$ cat src/rtl/cpu_term_sm.sv
// cpu_term_sm: 68030-style bus-cycle sequencer for SDMAC DMA master bursts (STERM, DSACK sizing, BERR).
// Latency: AS one cycle after REQ is sampled; BEAT_ACK 1 cycle after STERM, 2 cycles after DSACK.
// Backpressure: REQ is taken only in IDLE; bus wait states hold WAIT. `CPU_SM_TIMEOUT_EN adds a watchdog.
module cpu_term_sm #(
    parameter  int BURST_MAX = 4,
    parameter  int TO_LIMIT  = 255,
    parameter  int TO_WIDTH  = 8,
    localparam int BW        = $clog2(BURST_MAX) + 1
) (
    input  logic          CLK,
    input  logic          RST,
    input  logic          REQ,
    input  logic [BW-1:0] BEATS,
    input  logic [1:0]    nDSACK,
    input  logic          nSTERM,
    input  logic          nBERR,
    output logic          BUSY,
    output logic          AS,
    output logic          DS,
    output logic          BEAT_ACK,
    output logic          DONE,
    output logic          ERR,
    output logic          TOUT,
    output logic [1:0]    PORT_SZ,
    output logic [1:0]    SUB_IDX,
    output logic [BW-1:0] BEAT_IDX
);

    typedef enum logic [2:0] {
        S_IDLE,
        S_ADDR,
        S_WAIT,
        S_LATCH,
        S_TERM,
        S_ERR
    } state_t;

    state_t        state_q, state_nxt;
    logic [BW-1:0] beats_q, beats_nxt;
    logic [BW-1:0] beat_idx_q, beat_idx_nxt;
    logic [1:0]    sub_idx_q, sub_idx_nxt;
    logic [1:0]    port_sz_q, port_sz_nxt;
    logic          cmpl_q, cmpl_nxt;
    logic          busy_q, as_q, ds_q, beat_ack_q, done_q, err_q;
    logic [2:0]    sub_inc, sub_sum;
    logic          last_beat;
    logic          to_hit;
    logic          beat_ack_nxt;

    // Byte advance per termination: 32-bit port moves 4, 16-bit 2, 8-bit 1.
    always_comb begin
        case (port_sz_q)
            2'd0:    sub_inc = 3'd4;
            2'd1:    sub_inc = 3'd2;
            default: sub_inc = 3'd1;
        endcase
        sub_sum   = {1'b0, sub_idx_q} + sub_inc;
        last_beat = (beat_idx_q + BW'(1)) == beats_q;
    end

    always_comb begin
        state_nxt    = state_q;
        beats_nxt    = beats_q;
        beat_idx_nxt = beat_idx_q;
        sub_idx_nxt  = sub_idx_q;
        port_sz_nxt  = port_sz_q;
        cmpl_nxt     = cmpl_q;
        case (state_q)
            S_IDLE: begin
                if (REQ) begin
                    state_nxt    = S_ADDR;
                    beat_idx_nxt = '0;
                    sub_idx_nxt  = '0;
                    if (BEATS == '0)
                        beats_nxt = BW'(1);
                    else if (BEATS > BW'(BURST_MAX))
                        beats_nxt = BW'(BURST_MAX);
                    else
                        beats_nxt = BEATS;
                end
            end
            S_ADDR: state_nxt = S_WAIT;
            S_WAIT: begin
                if (!nBERR) begin
                    state_nxt = S_ERR;
                end else if (!nSTERM) begin
                    state_nxt   = S_TERM;
                    port_sz_nxt = 2'd0;
                    cmpl_nxt    = 1'b1;
                end else if (nDSACK != 2'b11) begin
                    state_nxt   = S_LATCH;
                    port_sz_nxt = (nDSACK == 2'b00) ? 2'd0 :
                                  (nDSACK == 2'b01) ? 2'd1 : 2'd2;
                end else if (to_hit) begin
                    state_nxt = S_ERR;
                end
            end
            S_LATCH: begin
                if (!nBERR) begin
                    state_nxt = S_ERR;
                end else begin
                    state_nxt = S_TERM;
                    cmpl_nxt  = sub_sum[2];
                end
            end
            S_TERM: begin
                // Completeness was resolved on entry so BEAT_ACK/DONE can be registered.
                if (cmpl_q) begin
                    sub_idx_nxt = '0;
                    if (last_beat) begin
                        state_nxt = S_IDLE;
                    end else begin
                        state_nxt    = S_ADDR;
                        beat_idx_nxt = beat_idx_q + BW'(1);
                    end
                end else begin
                    state_nxt   = S_ADDR;
                    sub_idx_nxt = sub_sum[1:0];
                end
            end
            S_ERR:   state_nxt = S_IDLE;
            default: state_nxt = S_IDLE;
        endcase
        beat_ack_nxt = (state_nxt == S_TERM) && cmpl_nxt;
    end

    always_ff @(posedge CLK) begin
        if (RST) begin
            state_q    <= S_IDLE;
            beats_q    <= '0;
            beat_idx_q <= '0;
            sub_idx_q  <= '0;
            port_sz_q  <= '0;
            cmpl_q     <= 1'b0;
            busy_q     <= 1'b0;
            as_q       <= 1'b0;
            ds_q       <= 1'b0;
            beat_ack_q <= 1'b0;
            done_q     <= 1'b0;
            err_q      <= 1'b0;
        end else begin
            state_q    <= state_nxt;
            beats_q    <= beats_nxt;
            beat_idx_q <= beat_idx_nxt;
            sub_idx_q  <= sub_idx_nxt;
            port_sz_q  <= port_sz_nxt;
            cmpl_q     <= cmpl_nxt;
            busy_q     <= state_nxt != S_IDLE;
            as_q       <= state_nxt inside {S_ADDR, S_WAIT, S_LATCH};
            ds_q       <= state_nxt inside {S_WAIT, S_LATCH};
            beat_ack_q <= beat_ack_nxt;
            done_q     <= beat_ack_nxt && last_beat;
            err_q      <= state_nxt == S_ERR;
        end
    end

`ifdef CPU_SM_TIMEOUT_EN
    logic [TO_WIDTH-1:0] to_cnt_q;
    logic                tout_q;

    // Counter value equals completed WAIT cycles; a termination at the limit wins by priority.
    assign to_hit = to_cnt_q == TO_WIDTH'(TO_LIMIT - 1);

    always_ff @(posedge CLK) begin
        if (RST) begin
            to_cnt_q <= '0;
            tout_q   <= 1'b0;
        end else begin
            to_cnt_q <= (state_q == S_WAIT && state_nxt == S_WAIT) ? to_cnt_q + TO_WIDTH'(1) : '0;
            if (state_q == S_IDLE && REQ)
                tout_q <= 1'b0;
            else if (state_q == S_WAIT && state_nxt == S_ERR && nBERR)
                tout_q <= 1'b1;
        end
    end

    assign TOUT = tout_q;
`else
    assign to_hit = 1'b0;
    assign TOUT   = 1'b0;
`endif

    assign BUSY     = busy_q;
    assign AS       = as_q;
    assign DS       = ds_q;
    assign BEAT_ACK = beat_ack_q;
    assign DONE     = done_q;
    assign ERR      = err_q;
    assign PORT_SZ  = port_sz_q;
    assign SUB_IDX  = sub_idx_q;
    assign BEAT_IDX = beat_idx_q;

endmodule
$ cat config.mk
export PLATFORM = sky130hd
export DESIGN_NAME = cpu_term_sm
export DESIGN_NICKNAME = d
export VERILOG_FILES = /design/src/rtl/cpu_term_sm.sv
export SDC_FILE = /design/constraint.sdc
export NUM_CORES = 1
export LEC_CHECK = 0
export CAP_MARGIN = 20
export CORE_UTILIZATION = 43
export DETAILED_ROUTE_END_ITERATION = 8
export GPL_ROUTABILITY_DRIVEN = 0
export PLACE_DENSITY = 0.74
export SLEW_MARGIN = 20
export SYNTH_ARGS = -nofsm -noshare
export SYNTH_HDL_FRONTEND = slang
export SYNTH_SLANG_ARGS = --single-unit
$ cat constraint.sdc
create_clock -name CLK -period 2.1 [get_ports CLK]
set_clock_uncertainty 0.05 [all_clocks]
set_input_delay 0.42 -clock CLK [delete_from_list [all_inputs] [get_ports CLK]]
set_output_delay 0.42 -clock CLK [all_outputs]
set_load 0.05 [all_outputs]
==> results.py <==
metrics = {
    "critical_path": {
        "required_ns": 2.25,
        "endpoint_kind": "flop",
        "crit_path_max_incr_delay_ns": 0.55,
        "crit_chain": "xor3_1, or4_4, a221oi_4, buf_6, o21ai_1",
        "cp_data_arrival_time_ns": 2.18,
        "worst_setup_path_start_kind": "flop",
        "critPathKind": "reg -> reg",
        "crit_fanout": 4,
        "worst_path_max_delay_cell": "or4_4",
    },
    "logic_synthesis": {
        "synthesis.instances": 106,
        "synth.ff_latch_count": 20,
        "syn_area_per_cell_um2": 9.124,
        "ys_seq_area_share_pct": 41.40,
        "yosysMostFrequentCell": "dfxtp_1",
        "synth_top_area_share_pct": 41.40,
        "synth.distinct_cells": 38,
        "yosysTopAreaCell": "dfxtp_1",
        "synth_area_um2": 967.2,
        "synth_edf_count": 0,
        "ys_warn_count": 0,
        "synth_area_leaders": "dfxtp_1 (41%), nor2_1 (3.9%), a21oi_1 (3.6%)",
        "yosys_most_used_dff": "dfxtp_1",
        "ys_async_sr_fraction_pct": 0,
        "syn_nets": 119,
        "synth.top_cells.by_count": "dfxtp_1 (20), nor2_1 (10), inv_1 (9)",
    },
    "place": {
        "numPlacedInstances": 153,
        "io_buffers": 22,
        "place_hpwl_um": 1528,
    },
    "sta": {
        "setup_viol": 0,
        "post-route-min-period_ns": 2.034,
        "rsz0062_at_grt": "true",
        "final-max-slew-violation-count": 0,
        "finalHoldViolations": 0,
        "post-route-period-util_pct": 96.87,
        "slew_headroom_pct": 66.36,
        "fmax_mhz": 491.6,
        "tightest_slew_ns": 0.5030,
    },
    "worst_hold_path": {
        "hold_path_class": "reg -> reg",
    },
    "clocking": {
        "clock_latency_ns": 0.30,
        "ctsLongestPathBuffers": 2,
        "h-tree-depth": 1,
        "cts-root-buf": "clkbuf_4",
        "clkSinkCount": 20,
        "cts_tree": "done",
        "cts-buffers-inserted": 3,
        "clkTransAtPathRegs_ns": 0.12,
    },
    "power_and_ir_drop": {
        "power_density_nw_per_um2": 681.1,
        "ir_worst_vdd_mv": 0.4064,
        "power_frac_comb_pct": 19.4,
        "power.leakage_nw": 0.5355,
        "seqPwrFrac_pct": 45.6,
        "power.net_switching_mw": 0.2321,
        "power.total_mw": 0.8965,
        "p_clk_share_pct": 35.0,
        "swShare_pct": 25.89,
        "internal_power_mw": 0.6643,
    },
    "final_layout": {
        "area_growth_syn_to_layout_pct": 36.09,
        "multi_input_area_um2": 523.0,
        "final_net_count": 146,
        "postLayoutCoreUtil_pct": 64.46,
        "fillCellCount": 196,
        "regArea_um2": 409.1,
        "diodes": 0,
        "drive_above_1_share_pct": 14.39,
        "stdcell_count": 159,
    },
    "global_route": {
        "grt_pass1_vias": 758,
        "antenna_found_initial": 0,
        "grt_overflow": 0,
        "grt_max_degree": 14,
        "grt_pass1_wl_um": 3284,
        "grtUsageTotal_pct": 17.92,
    },
    "detailed_routing": {
        "remaining_drc_errors": 0,
        "first_pass_iters": 4,
        "wl_per_cell_um": 12.77,
        "drt_iter0_markers": 16,
        "num_vias": 817,
        "routed_wl_um": 2030,
        "via_per_inst": 5.138,
        "ant_nets": 0,
    },
    "die": {
        "ios": 24,
        "initial_core_util_pct": 47.37,
        "core-area_um2": 2042,
        "fp.dieArea_um2": 2443,
        "die_w_um": 49.43,
        "num_rows": 16,
        "die_h_um": 49.43,
    },
    "run_status": {
        "status": "finished, final reports clean",
    },
    "run": {
        "maxCapViolations": 0,
    },
}
worst max-delay path: cells and delay by family (launching register included):
| kind | cells | cell delay [ns] |
|---|---|---|
| simple gates | 1 | 0.55 |
| xor+xnor | 1 | 0.43 |
| compound gates | 2 | 0.38 |
| flops | 1 | 0.37 |
| buf+inv | 1 | 0.15 |
repair_timing:
action,in CTS,in global routing
cloned,0,0
hold buffers,0,0
buffers inserted,1,1
endpoints found under the setup margin,1,6
gates resized for setup,0,5
pin swaps,1,2
stage by stage:
stage | instance area [µm²] | setup TNS, ns | hold slack (ns) | setup slack, ns
3_3_place_gp | 1230 | 0 | 0.4233 | 0.03896
4_1_cts | 1290 | 0 | 0.4524 | 0.02292
3_5_place_dp | 1230 | 0 | 0.4325 | 0.008683
6_report | 1316 | 0 | 0.4471 | 0.06569
5_1_grt | 1316 | -0.0002307 | 0.4704 | -0.0002307
2_1_floorplan | 975.9 | 0 | 0.4073 | 0.003398
cells by family (layout without fill, tap and decap cells):
group                    after synthesis  in the layout  synth area share [%]
AND/OR/NAND/NOR                       38             38                 21.99
AO/OA/AOI/OAI                         22             22                 16.30
flip-flops                            20             20                 41.40
buffers and inverters                 14             40                 5.821
XOR/XNOR                               4              4                 5.175
multiplexers                           4              4                 4.269
adder cells (fa/ha/maj)                3              3                 4.657
other                                  1              1                0.3877
path summary, 6_finish.rpt:
kind / from / end / slack, ns / cells past startpoint
worst max register to register: BEAT_IDX[2] / BUSY / 0.07 / 5
worst max-delay path: BEAT_IDX[2] / BUSY / 0.07 / 5
worst min-delay path: beats_q[1] / beats_q[1] / 0.45 / 2
worst min register to register: beats_q[1] / beats_q[1] / 0.45 / 2
registers in the layout (all words and copies together), names as in the netlist:
| signal | cells |
|---|---|
| cmpl_q | 1 |
| PORT_SZ | 2 |
| SUB_IDX | 2 |
| DS | 1 |
| BEAT_ACK | 1 |
| BEAT_IDX | 3 |
| BUSY | 1 |
| state_q | 3 |
| beats_q | 3 |
| AS | 1 |
| ERR | 1 |
| DONE | 1 |
metal layers:
| layer | share of wire, % | up-vias | GRT usage (%) |
|---|---|---|---|
| met5 | 0 | - | 0 |
| met4 | 0.74 | 0 | 5.714 |
| met3 | 3.9 | 2 | 3.738 |
| met2 | 48 | 22 | 30.37 |
| met1 | 47 | 373 | 22.52 |
| li1 | - | 420 | - |
area by class of cell:
| type | instances | share of cell area, % |
|---|---|---|
| clock buffer | 3 | 1.711 |
| clock inverter | 1 | 2.281 |
| inverter | 9 | 2.567 |
| multi-input combinational | 72 | 39.73 |
| sequential | 20 | 31.08 |
| tap | 27 | 2.567 |
| timing repair buffer | 27 | 20.06 |
cell usage in the layout, fill, tap and decap left out, types with 2 or more instances in the layout:
master / synthesis / routed
o21ai_0: 4 / 3
nand2b_1: 3 / 3
a21oi_1: 7 / 7
and3b_1: 2 / 2
and3_1: 2 / 2
clkdlybuf4s50_1: 0 / 21
clkbuf_4: 0 / 3
nand2_1: 4 / 4
nor3_1: 4 / 4
nor2_1: 10 / 10
mux2i_1: 3 / 3
nor2b_1: 3 / 3
xor2_1: 2 / 2
a211oi_1: 2 / 2
and2_1: 2 / 2
dfxtp_1: 20 / 17
buf_4: 1 / 4
nand3_1: 2 / 2
dfxtp_4: 0 / 2
a31oi_1: 2 / 2
inv_1: 9 / 9
power groups by stage:
stage,logic [mW],registers (mW),clock network [mW]
6_report,0.174,0.409,0.314
2_1_floorplan,0.0823,0.446,0
3_3_place_gp,0.162,0.417,0
4_1_cts,0.171,0.409,0.320
5_1_grt,0.187,0.412,0.336
3_5_place_dp,0.164,0.418,0
No activity file was read; power rests on OpenSTA's default activity.
